## src/rtl/i2s_rx_slave_if.sv

```systemverilog
// i2s_rx_slave_if: groups the I2S serial inputs and the parallel stereo outputs
// of the I2S receive front end. The master modport is the stream source and the
// consumer of the outputs; the slave modport is the receiver itself.
`timescale 1ns/1ps
interface i2s_rx_slave_if #(
  parameter int WORD_W = 24
);
  logic              I2S_sclk;
  logic              I2S_ws;
  logic              I2S_data;
  logic [WORD_W-1:0] lft_chnnl;
  logic [WORD_W-1:0] rght_chnnl;
  logic              vld;
  logic              frm_err;

  modport master (
    output I2S_sclk, I2S_ws, I2S_data,
    input  lft_chnnl, rght_chnnl, vld, frm_err
  );

  modport slave (
    input  I2S_sclk, I2S_ws, I2S_data,
    output lft_chnnl, rght_chnnl, vld, frm_err
  );
endinterface

```

## src/rtl/i2s_rx_slave.sv

```systemverilog
// i2s_rx_slave: I2S slave receiver. Oversamples sclk/ws/data in the clk domain,
// deserializes MSB-first left/right words and presents them as a registered
// stereo pair with a one-cycle vld strobe.
// Optional feature: define I2S_FRAME_CHK_EN to check ws against the expected
// framing on every bit; a violation pulses frm_err, drops the frame and
// re-enters SYNC. Without it, frm_err is constant 0 and ws is only used to lock.
//
// state    | meaning
// ---------+---------------------------------------------------------------
// ST_SYNC  | waiting for a ws fall (ws_prev=1, ws=0) to align to a frame
// ST_LEFT  | shifting the left word, bit_cnt = bits already received
// ST_RIGHT | shifting the right word, bit_cnt = bits already received
`timescale 1ns/1ps
module i2s_rx_slave #(
  parameter int WORD_W = 24
) (
  input  logic                  clk,
  input  logic                  rst_n,
  i2s_rx_slave_if.slave         bus
);

  localparam int CNT_W = $clog2(WORD_W);
  localparam logic [CNT_W-1:0] LAST_BIT = CNT_W'(WORD_W - 1);

  typedef enum logic [1:0] {
    ST_SYNC  = 2'd0,
    ST_LEFT  = 2'd1,
    ST_RIGHT = 2'd2
  } state_t;

  state_t            r_state;
  state_t            w_state_nxt;
  logic [CNT_W-1:0]  r_bit_cnt;
  logic [CNT_W-1:0]  w_bit_cnt_nxt;
  logic [WORD_W-2:0] r_shift;
  logic [WORD_W-2:0] w_shift_nxt;
  logic [WORD_W-1:0] w_word;
  logic              w_ld_lft;
  logic              w_ld_rght;
  logic              w_err;
  logic              w_last;
  logic              w_ws_bad;

  logic r_sclk_s1, r_sclk_s2, r_sclk_s3;
  logic r_ws_s1, r_ws_s2;
  logic r_data_s1, r_data_s2;
  logic r_ws_prev;
  logic w_sclk_rise;

  logic [WORD_W-1:0] r_lft;
  logic [WORD_W-1:0] r_rght;
  logic              r_vld;
  logic              r_frm_err;

  // Two-flop synchronizers for all three I2S inputs plus a third sclk flop for edge detect.
  always_ff @(posedge clk or negedge rst_n) begin
    if (!rst_n) begin
      r_sclk_s1 <= 1'b0;
      r_sclk_s2 <= 1'b0;
      r_sclk_s3 <= 1'b0;
      r_ws_s1   <= 1'b0;
      r_ws_s2   <= 1'b0;
      r_data_s1 <= 1'b0;
      r_data_s2 <= 1'b0;
    end else begin
      r_sclk_s1 <= bus.I2S_sclk;
      r_sclk_s2 <= r_sclk_s1;
      r_sclk_s3 <= r_sclk_s2;
      r_ws_s1   <= bus.I2S_ws;
      r_ws_s2   <= r_ws_s1;
      r_data_s1 <= bus.I2S_data;
      r_data_s2 <= r_data_s1;
    end
  end

  assign w_sclk_rise = r_sclk_s2 & ~r_sclk_s3;
  assign w_last      = (r_bit_cnt == LAST_BIT);
  assign w_word      = {r_shift, r_data_s2};

  // ws must be low through the left word except its LSB, high through the right
  // word except its LSB (ws leads the data by one bit).
`ifdef I2S_FRAME_CHK_EN
  logic w_ws_exp;
  assign w_ws_exp = (r_state == ST_RIGHT) ? ~w_last : w_last;
  assign w_ws_bad = (r_ws_s2 != w_ws_exp);
`else
  assign w_ws_bad = 1'b0;
`endif

  // Remember ws from the previous sampled bit so SYNC can spot a ws fall.
  always_ff @(posedge clk or negedge rst_n) begin
    if (!rst_n) begin
      r_ws_prev <= 1'b0;
    end else if (w_sclk_rise) begin
      r_ws_prev <= r_ws_s2;
    end
  end

  // FSM state, bit counter and shift register.
  always_ff @(posedge clk or negedge rst_n) begin
    if (!rst_n) begin
      r_state   <= ST_SYNC;
      r_bit_cnt <= '0;
      r_shift   <= '0;
    end else begin
      r_state   <= w_state_nxt;
      r_bit_cnt <= w_bit_cnt_nxt;
      r_shift   <= w_shift_nxt;
    end
  end

  // Next-state logic: lock on a ws fall, then frame purely by bit count.
  always_comb begin
    w_state_nxt   = r_state;
    w_bit_cnt_nxt = r_bit_cnt;
    w_shift_nxt   = r_shift;
    w_ld_lft      = 1'b0;
    w_ld_rght     = 1'b0;
    w_err         = 1'b0;
    if (w_sclk_rise) begin
      case (r_state)
        ST_SYNC: begin
          // The bit on the ws-fall edge is the previous right LSB; drop it.
          if (!r_ws_s2 && r_ws_prev) begin
            w_state_nxt   = ST_LEFT;
            w_bit_cnt_nxt = '0;
          end
        end
        ST_LEFT, ST_RIGHT: begin
          if (w_ws_bad) begin
            w_err         = 1'b1;
            w_state_nxt   = ST_SYNC;
            w_bit_cnt_nxt = '0;
          end else begin
            w_shift_nxt = w_word[WORD_W-2:0];
            if (w_last) begin
              w_bit_cnt_nxt = '0;
              if (r_state == ST_LEFT) begin
                w_ld_lft    = 1'b1;
                w_state_nxt = ST_RIGHT;
              end else begin
                w_ld_rght   = 1'b1;
                w_state_nxt = ST_LEFT;
              end
            end else begin
              w_bit_cnt_nxt = r_bit_cnt + CNT_W'(1);
            end
          end
        end
        default: begin
          w_state_nxt   = ST_SYNC;
          w_bit_cnt_nxt = '0;
        end
      endcase
    end
  end

  // Output registers; frm_err stays 0 when the framing check is not built in.
  always_ff @(posedge clk or negedge rst_n) begin
    if (!rst_n) begin
      r_lft     <= '0;
      r_rght    <= '0;
      r_vld     <= 1'b0;
      r_frm_err <= 1'b0;
    end else begin
      if (w_ld_lft) begin
        r_lft <= w_word;
      end
      if (w_ld_rght) begin
        r_rght <= w_word;
      end
      r_vld     <= w_ld_rght;
      r_frm_err <= w_err;
    end
  end

  assign bus.lft_chnnl  = r_lft;
  assign bus.rght_chnnl = r_rght;
  assign bus.vld        = r_vld;
  assign bus.frm_err    = r_frm_err;

endmodule

```

## src/flat_wrapper.sv

```systemverilog
// flat-port wrapper written by rule: the top's interface ports become plain ports
module i2s_rx_slave_flat 
#(
  parameter int WORD_W = 24
)
  (clk, rst_n, bus_I2S_sclk, bus_I2S_ws, bus_I2S_data, bus_lft_chnnl, bus_rght_chnnl, bus_vld, bus_frm_err);
  i2s_rx_slave_if #(.WORD_W(WORD_W)) bus_i ();
  input  logic clk;
  input  logic rst_n;
  input wire logic [$bits(bus_i.I2S_sclk)-1:0] bus_I2S_sclk;
  input wire logic [$bits(bus_i.I2S_ws)-1:0] bus_I2S_ws;
  input wire logic [$bits(bus_i.I2S_data)-1:0] bus_I2S_data;
  output wire logic [$bits(bus_i.lft_chnnl)-1:0] bus_lft_chnnl;
  output wire logic [$bits(bus_i.rght_chnnl)-1:0] bus_rght_chnnl;
  output wire logic [$bits(bus_i.vld)-1:0] bus_vld;
  output wire logic [$bits(bus_i.frm_err)-1:0] bus_frm_err;
  assign bus_i.I2S_sclk = bus_I2S_sclk;
  assign bus_i.I2S_ws = bus_I2S_ws;
  assign bus_i.I2S_data = bus_I2S_data;
  assign bus_lft_chnnl = bus_i.lft_chnnl;
  assign bus_rght_chnnl = bus_i.rght_chnnl;
  assign bus_vld = bus_i.vld;
  assign bus_frm_err = bus_i.frm_err;
  i2s_rx_slave #(.WORD_W(WORD_W)) u_core (.clk(clk), .rst_n(rst_n), .bus(bus_i));
endmodule
```

## config.mk

```make
export PLATFORM = sky130hd
export DESIGN_NAME = i2s_rx_slave_flat
export DESIGN_NICKNAME = d
export VERILOG_FILES = /design/src/rtl/i2s_rx_slave_if.sv /design/src/rtl/i2s_rx_slave.sv /design/src/flat_wrapper.sv
export SDC_FILE = /design/constraint.sdc
export NUM_CORES = 1
export LEC_CHECK = 0
export ABC_AREA = 1
export CAP_MARGIN = 10
export CORE_MARGIN = 2
export CORE_UTILIZATION = 50
export CTS_CLUSTER_SIZE = 40
export DETAILED_ROUTE_END_ITERATION = 16
export GPL_ROUTABILITY_DRIVEN = 0
export PLACE_DENSITY = 0.75
export SYNTH_ARGS = -nofsm -noshare
export SYNTH_HDL_FRONTEND = slang
export SYNTH_SLANG_ARGS = --single-unit
```

## constraint.sdc

```tcl
create_clock -name clk -period 4.2 [get_ports clk]
set_input_delay 0.42 -clock clk [delete_from_list [all_inputs] [get_ports clk]]
set_output_delay 0.42 -clock clk [all_outputs]
set_load 0.005 [all_outputs]
```

==> impl_metrics.tcl, run 1 <==
set metrics [dict create \
    clockBufferDepth 2 \
    clock_latency_ns 0.36 \
    grt_overflow 0 \
    grt_pass1_wl_mm 11.8 \
    diodes 0 \
    cts_resized 0 \
    yosysUniqueCellTypes 20 \
    crit_type "reg2reg" \
    dr.pass1.iters 4 \
    grt_max_degree 88 \
    worstPathArrival_ns 2.89 \
    yosysTopAreaCell "dfrtp_1" \
    ys_seq_elements 87 \
    skew_ns 0.00908 \
    rsz0062_at_grt "false" \
    setup_ws_ns 1.55 \
    fin_nets 444 \
    tightestPinTransition_ns 1.03 \
    syn_area_um2 3620 \
    powerDensity_nw_per_um2 436 \
    synth_area_per_cell_um2 9.20 \
    antenna_found_initial 0 \
    synth.area.top_cells "dfrtp_1 60%, nand2_1 17%, nand4_1 8.5%" \
    io_buffers 53 \
    clkTransAtPathRegs_ns 0.09 \
    maxSlewViolCount 0 \
    drv_cap 0 \
    cts_root_buf "clkbuf_8" \
    syn_nets 404 \
    num_vias 2807 \
    hold_buffers 0 \
    h-tree-depth 3 \
    cellLeakagePower_uw 0.00226 \
    peakVddDrop_uv 303 \
    grt_util_all_layers 0.195 \
    fin_crit_ns 2.65 \
    netlist_top_cells_count "166 x nand2_1, 87 x dfrtp_1, 49 x nand4_1, 24 x o21ai_0, 15 x buf_2" \
    end_kind "register" \
    die_y_um 89.1 \
    numCtsBuffers 9 \
    final.setup.tns_ns 0 \
    ant_nets 0 \
    dp_worst_setup_slack_ns 1.55 \
    synth-edff-count 0 \
    cp.required_ns 4.44 \
    first_iter_violations 210 \
    syn_inst 393 \
    fp.dieW_um 89.1 \
    synth-main-ff-cell "dfrtp_1" \
    synth.most_common_cell "nand2_1" \
    syn_to_final_growth_pct 19.9 \
    design.core.area_um2 7140 \
    hpwlAfterDp_mm 4.37 \
    finalHoldViolCount 0 \
    cp-start-kind "register" \
    drive_gt1_frac 0.0616 \
    drt-vias-per-instance 5.23 \
    seq_area_frac_synth 0.602 \
    wirelength_mm 7.16 \
    status "finished, final reports clean" \
    critPathMaxFanout 51 \
    clock.fmax_mhz 378 \
    start_util 0.507 \
    grt_pass1_vias 2496 \
    ios 55 \
    post-route-drc-count 0 \
    fin_util 0.608 \
    cts_num_sinks 87 \
    die-area_um2 7930 \
    finalCritPeriodShare 0.631 \
    hp-class "in2async" \
    synthArstFlopShare 1.00 \
    ys_warn_count 0 \
    setup_violations 0 \
    netlist.area_leader.share 0.602 \
    post_cts_buffers 0 \
    rows 31 \
    cts_tree "done" \
    wire_per_inst_um 13.3 \
    relSlewSlack 0.311 \
]
## power breakdown
group	total (uW)	switching (uW)	internal (uW)	leakage, uW
clock network	563	290	273	0.0000960
logic	374	299	74.9	0.000975
registers	955	60.3	894	0.00119
## final cells by class
type | count | area, um^2
tap | 99 | 124
clock inverter | 6 | 61.3
fill | 618 | 2800
sequential | 87 | 2180
clock buffer | 10 | 128
inverter | 12 | 45.0
multi-input combinational | 268 | 1260
timing repair buffer | 55 | 543
## registers in the layout (all words and copies together) (netlist names), 2 cells and up
signal,count
u_core.bus.lft_chnnl,24
u_core.r_state,2
u_core.bus.rght_chnnl,24
u_core.r_bit_cnt,5
u_core.r_shift,23
## cells by family (layout without fill, tap and decap cells)
group / after synthesis / in the layout / synth area share
DFF: 87 / 87 / 0.602
and+or+nand+nor: 236 / 236 / 0.291
AOI/OAI and AO/OA: 25 / 25 / 0.0356
other: 1 / 1 / 0.00104
adders and majority gates: 6 / 6 / 0.0208
buffers and inverters: 38 / 83 / 0.0498
## placed cells by master (no fill, tap or decap)
master / n
nand2_1: 166
dfrtp_1: 87
clkdlybuf4s50_1: 52
nand4_1: 49
o21ai_0: 24
inv_1: 10
clkbuf_8: 9
nand3_1: 8
nor2_1: 6
ha_1: 6
clkinv_2: 3
buf_4: 3
nand2_2: 2
nor2_4: 2
inv_2: 2
nand3_2: 2
a21oi_2: 1
nor3_1: 1
conb_1: 1
clkinvlp_4: 1
bufinv_16: 1
clkinv_4: 1
clkbuf_1: 1
## through the flow
stage	instances	cell area, um^2	total power [uW]	hold slack (ns)
6_report	537	4340	1890	0.261
5_1_grt	537	4340	2000	0.354
4_1_cts	537	4340	1900	0.295
3_5_place_dp	521	4150	1340	0.337
3_3_place_gp	521	4150	1320	0.333
2_1_floorplan	393	3620	1240	0.124
## metal layers
| metal | vias up | GRT usage | share of wire |
|---|---|---|---|
| met1 | 1349 | 0.262 | 0.46 |
| met2 | 68 | 0.312 | 0.47 |
| met5 | - | 0 | 0 |
| met3 | 12 | 0.0425 | 0.050 |
| li1 | 1378 | - | - |
| met4 | 0 | 0.0773 | 0.018 |
## critical path: stages (launching register included)
cell and delay (ns):
dfrtp_1 0.42, ha_1 0.20, nand2_2 0.09, nor2_4 0.80, nand3_2 0.73, nand2_1 0.22
nand2_1 0.07
## path summary, 6_finish.rpt
kind | cells after the start | startpoint | slack, ns | endpoint
min reg2reg | 0 | u_core.r_data_s1 | 0.35 | u_core.r_data_s2
min | 1 | rst_n | 0.26 | u_core.bus.lft_chnnl[8]
max | 6 | u_core.r_bit_cnt[0] | 1.55 | u_core.bus.rght_chnnl[4]
max in group asynchronous | 1 | rst_n | 3.30 | u_core.r_shift[19]
max reg2reg | 6 | u_core.r_bit_cnt[0] | 1.55 | u_core.bus.rght_chnnl[4]
min in group clk | 0 | u_core.r_data_s1 | 0.35 | u_core.r_data_s2
(Power assumes the default switching activity.)
==> run 2: changes to the inputs <==
--- a/config.mk
+++ b/config.mk
@@ -8,7 +8,7 @@
 export ABC_AREA = 1
 export CAP_MARGIN = 10
 export CORE_MARGIN = 2
-export CORE_UTILIZATION = 50
+export CORE_UTILIZATION = 48
 export CTS_CLUSTER_SIZE = 40
 export DETAILED_ROUTE_END_ITERATION = 16
 export GPL_ROUTABILITY_DRIVEN = 0
==> constraint.sdc (replaced) <==
create_clock -name clk -period 2.35 [get_ports clk]
set_input_delay 0.235 -clock clk [delete_from_list [all_inputs] [get_ports clk]]
set_output_delay 0.235 -clock clk [all_outputs]
set_load 0.005 [all_outputs]
==> impl_metrics.tcl, run 2 (synthesis results as in run 1) <==
set metrics [dict create \
    die-area_um2 8250 \
    dr.pass1.iters 4 \
    status "finished, final reports clean" \
    setup_violations 0 \
    antenna_found_initial 0 \
    io_buffers 53 \
    start_util 0.496 \
    hold_depth 1 \
    cts_root_buf "clkbuf_8" \
    grt_util_all_layers 0.197 \
    clkTransAtPathRegs_ns 0.08 \
    hold_start "bus_I2S_data" \
    h-tree-depth 3 \
    post-route-drc-count 0 \
    worst-path-buf-inv 2 \
    reg2reg_setup_slack_ns 0.36 \
    hpwlAfterDp_mm 4.78 \
    cp_top_family "simple AND/OR/NAND/NOR gates" \
    r2r_start "u_core.r_state[0]" \
    dpl_cell_area_um2 4210 \
    layout_commonest_cell "nand2_1" \
    wirelength_mm 7.38 \
    cellLeakagePower_uw 0.00231 \
    design.core.area_um2 7290 \
    diodes 0 \
    numCtsBuffers 9 \
    cp-start-kind "register" \
    wire_per_inst_um 13.5 \
    die_y_um 90.8 \
    rows 31 \
    cp.required_ns 2.59 \
    grt_pass1_wl_mm 13.0 \
    dp_worst_setup_slack_ns 0.324 \
    clock_latency_ns 0.36 \
    powerDensity_nw_per_um2 789 \
    grt_pass1_vias 2827 \
    grt_max_degree 46 \
    crit_top_cell "nand2_1" \
    first_iter_violations 198 \
    slowest_stage "nand3_2" \
    setup_ws_ns 0.360 \
    peakVddDrop_uv 356 \
    crit_type "reg2reg" \
    fin_crit_ns 1.99 \
    cts_resized 0 \
    r2r_end "u_core.bus.rght_chnnl[19]" \
    fp.dieW_um 90.8 \
    hold_end "u_core.r_data_s1" \
    cts_num_sinks 87 \
    num_vias 2830 \
    worstPathArrival_ns 2.23 \
    tightestPinTransition_ns 0.586 \
    final_cell_count_no_fill 545 \
    relSlewSlack 0.609 \
    hp-class "in2reg" \
    dpl.cell_count 528 \
    finalCritPeriodShare 0.847 \
    cts_tree "done" \
    drt-vias-per-instance 5.19 \
    maxSlewViolCount 0 \
    ios 55 \
    drive_gt1_frac 0.0762 \
    fin_nets 452 \
    skew_ns 0.00998 \
    clock.fmax_mhz 502 \
    ant_nets 0 \
    crit_chain "inv_1 -> ha_1 -> inv_2 -> nor2_4 -> nand3_2 -> nand2_1 -> nand2_1" \
    final_cell_area_um2 4430 \
    critPathMaxFanout 25 \
    rsz0062_at_grt "false" \
    layout_common_cells "166 x nand2_1, 87 x dfrtp_1, 52 x clkdlybuf4s50_1" \
    end_kind "register" \
    finalHoldViolCount 0 \
    syn_to_final_growth_pct 22.6 \
    rr_worst_depth 7 \
    drv_cap 0 \
    grt_overflow 0 \
    final.setup.tns_ns 0 \
    clockBufferDepth 2 \
    slowest_delay_ns 0.50 \
]
==> run 2: cell count changes in the layout (fill, tap and decap cells not counted) <==
| cell | change |
|---|---|
| buf_4 | +6 |
| clkinv_2 | -3 |
| clkbuf_8 | +2 |
| buf_12 | +1 |
| clkinvlp_4 | +1 |
| dlygate4sd3_1 | +1 |
==> run 2: what timing repair did <==
item                                   CTS  global route
setup buffers                            0             0
endpoints found under the hold margin   42             0
hold buffers                             1             0
setup endpoints to repair                0             0
==> run 2: stage by stage <==
step	hold WS, ns	total power [uW]	utilization
after floorplan	-0.0606	2220	-
after CTS	0.302	3520	0.608
final	0.310	3500	0.608
after detailed placement	0.257	2460	0.578
after global placement	0.252	2420	0.578
after global routing	0.307	3690	0.608
==> run 2: cell type report <==
cell class / instances / area [um^2]
flip-flops and latches: 87 / 2180
clock inverters: 4 / 53.8
multi-input cells: 268 / 1260
clock buffers: 12 / 155
repair buffers: 63 / 618
well taps: 99 / 124
inverters: 12 / 45.0
fillers: 651 / 2860
==> run 2: metal layers <==
metal	track usage	routed length [um]	vias up
met5	0	0	-
met4	0.0770	146	0
met3	0.0384	316	11
met2	0.338	3690	62
met1	0.246	3220	1364
li1	-	-	1393
==> run 2: worst max path at each step <==
| stage | start | end | slack, ns | cells after the start |
|---|---|---|---|---|
| after global routing | u_core.r_state[0] | u_core.bus.rght_chnnl[13] | 0.16 | 7 |
| after floorplan | u_core.r_state[0] | u_core.bus.rght_chnnl[8] | 0.76 | 8 |
| after global placement | u_core.r_state[0] | u_core.bus.rght_chnnl[18] | 0.47 | 7 |
| after detailed placement | u_core.r_state[0] | u_core.bus.rght_chnnl[19] | 0.32 | 7 |
| after CTS | u_core.r_state[0] | u_core.bus.rght_chnnl[19] | 0.31 | 7 |
| final | u_core.r_state[0] | u_core.bus.rght_chnnl[19] | 0.36 | 7 |
==> run 2: report_power, final <==
part,internal [uW],leakage (uW),total [uW],switching [uW]
Combinational,185,0.00102,729,544
Clock,551,0.0000988,1060,514
Sequential,1600,0.00119,1710,107
==> run 3: changes to the inputs <==
--- a/config.mk
+++ b/config.mk
@@ -8,7 +8,7 @@
 export ABC_AREA = 1
 export CAP_MARGIN = 10
 export CORE_MARGIN = 2
-export CORE_UTILIZATION = 48
+export CORE_UTILIZATION = 50
 export CTS_CLUSTER_SIZE = 40
 export DETAILED_ROUTE_END_ITERATION = 16
 export GPL_ROUTABILITY_DRIVEN = 0
==> constraint.sdc (replaced) <==
create_clock -name clk -period 2 [get_ports clk]
set_input_delay 0.2 -clock clk [delete_from_list [all_inputs] [get_ports clk]]
set_output_delay 0.2 -clock clk [all_outputs]
set_load 0.005 [all_outputs]
==> impl_metrics.tcl, run 3 (synthesis results as in run 1) <==
set metrics [dict create \
    grt_util_all_layers 0.211 \
    setup_violations 0 \
    cp_top_family "buffers and inverters" \
    cts_tree "done" \
    dpl.cell_count 531 \
    r2r_end "u_core.bus.lft_chnnl[1]" \
    clkTransAtPathRegs_ns 0.09 \
    cts_resized 0 \
    route.top_layer_used "met4" \
    p_seq_frac 0.487 \
    syn_to_final_growth_pct 23.2 \
    wl_met2_mm 3.61 \
    drv_cap 0 \
    layout_common_cells "166 x nand2_1, 87 x dfrtp_1, 52 x clkdlybuf4s50_1" \
    final_cell_count_no_fill 548 \
    final.setup.tns_ns 0 \
    wirelength_mm 7.51 \
    skew_ns 0.0130 \
    maxSlewViolCount 0 \
    hold_end "u_core.r_ws_s1" \
    r2r_start "u_core.r_state[0]" \
    clock.fmax_mhz 572 \
    fin_crit_ns 1.75 \
    cts_root_buf "clkbuf_8" \
    die_y_um 89.1 \
    hold_start "bus_I2S_ws" \
    finalHoldViolCount 0 \
    first_iter_violations 218 \
    worstPathArrival_ns 2.04 \
    ios 55 \
    fillers 610 \
    drt-met1-wl_mm 3.41 \
    crit_type "reg2reg" \
    sw_frac_of_total 0.348 \
    relSlewSlack 0.609 \
    diodes 0 \
    cp-start-kind "register" \
    grt_pass1_vias 2708 \
    cp.required_ns 2.30 \
    peakVddDrop_uv 843 \
    numCtsBuffers 9 \
    hp-class "in2reg" \
    wire_per_inst_um 13.7 \
    end_kind "register" \
    grt_pass1_wl_mm 12.8 \
    io_buffers 53 \
    hold_depth 1 \
    hpwlAfterDp_mm 4.84 \
    rr_worst_depth 7 \
    cellLeakagePower_uw 0.00232 \
    finalCritPeriodShare 0.874 \
    drt-vias-per-instance 5.22 \
    slowest_stage "dfrtp_1" \
    grt_max_degree 48 \
    layout_commonest_cell "nand2_1" \
    die-area_um2 7930 \
    cts_num_sinks 87 \
    switchingPower_uw 1430 \
    powerDensity_nw_per_um2 924 \
    grt_overflow 0 \
    clockBufferDepth 2 \
    slowest_delay_ns 0.43 \
    critPathMaxFanout 30 \
    fin_nets 455 \
    rows 31 \
    wl_met3_um 373 \
    internal-power_uw 2680 \
    worst-path-buf-inv 3 \
    h-tree-depth 3 \
    num_vias 2863 \
    drive_gt1_frac 0.0846 \
    power_frac_comb 0.214 \
    post_cts_buffers 0 \
    fp.dieW_um 89.1 \
    clock_latency_ns 0.36 \
    tightestPinTransition_ns 0.586 \
    crit_chain "inv_1 -> ha_1 -> inv_2 -> nor2_4 -> buf_4 -> nand4_1 -> nand2_1" \
    rsz0062_at_grt "false" \
    post-route-drc-count 0 \
    reg2reg_setup_slack_ns 0.25 \
    clkPwrFrac 0.300 \
    start_util 0.507 \
    status "finished, final reports clean" \
    design.core.area_um2 7140 \
    ant_nets 0 \
    dr.pass1.iters 4 \
    antenna_found_initial 0 \
]
[run 3: cell count changes in the layout (fill, tap and decap cells not counted)]
cell | previous run | this run
clkbuf_1 | 1 | 0
clkinv_2 | 0 | 2
inv_6 | 0 | 1
clkbuf_8 | 11 | 9
buf_12 | 1 | 2
buf_4 | 9 | 11
[run 3: routing by layer]
layer,GRT usage,vias up
met3,0.0314,10
met1,0.287,1372
met5,0,-
met4,0.0896,0
li1,-,1399
met2,0.342,82
[run 3: worst max path at each step]
stage                            from                         to  slack (ns)  depth (start not counted)
floorplan           u_core.r_state[0]   u_core.bus.rght_chnnl[8]        0.41                          8
global placement    u_core.r_state[0]  u_core.bus.rght_chnnl[21]        0.35                          7
detailed placement  u_core.r_state[0]    u_core.bus.lft_chnnl[1]        0.24                          7
CTS                 u_core.r_state[0]    u_core.bus.lft_chnnl[1]        0.24                          7
global route        u_core.r_state[0]  u_core.bus.rght_chnnl[23]        0.09                          7
finish              u_core.r_state[0]    u_core.bus.lft_chnnl[1]        0.25                          7
[run 3: power groups by stage]
stage / Sequential [uW] / Combinational [uW] / Clock [uW]
after global routing: 2030 / 991 / 1330
after CTS: 2000 / 880 / 1250
after floorplan: 2000 / 608 / 0
after detailed placement: 2040 / 872 / 0
after global placement: 2020 / 839 / 0
final: 2000 / 880 / 1230
[run 3: worst register-to-register path, stage by stage, from the launching register on]
cell	delay [ns]
dfrtp_1	0.43
inv_1	0.09
ha_1	0.36
inv_2	0.07
nor2_4	0.18
buf_4	0.33
nand4_1	0.15
nand2_1	0.10
[run 3: through the flow]
stage | hold WS [ns] | instance area (um^2) | setup WS, ns | power [uW] | util
finish | 0.271 | 4460 | 0.253 | 4120 | 0.624
global route | 0.269 | 4460 | 0.0891 | 4360 | 0.624
CTS | 0.263 | 4460 | 0.241 | 4140 | 0.624
detailed placement | 0.249 | 4250 | 0.245 | 2910 | 0.595
global placement | 0.244 | 4250 | 0.347 | 2860 | 0.595
floorplan | -0.0956 | 3620 | 0.407 | 2610 | -
[run 3: cell type report]
class	instances	area, um^2	share of cell area
clock buffers	9	124	0.0278
clock inverters	7	72.6	0.0163
inverters	12	45.0	0.0101
multi-input cells	268	1260	0.283
flip-flops and latches	87	2180	0.489
well taps	99	124	0.0278
repair buffers	66	653	0.147
[run 3: repair_timing]
| item | in CTS | in global routing |
|---|---|---|
| endpoints found under the setup margin | 0 | 0 |
| hold buffers | 1 | 0 |
| hold endpoints to repair | 45 | 0 |
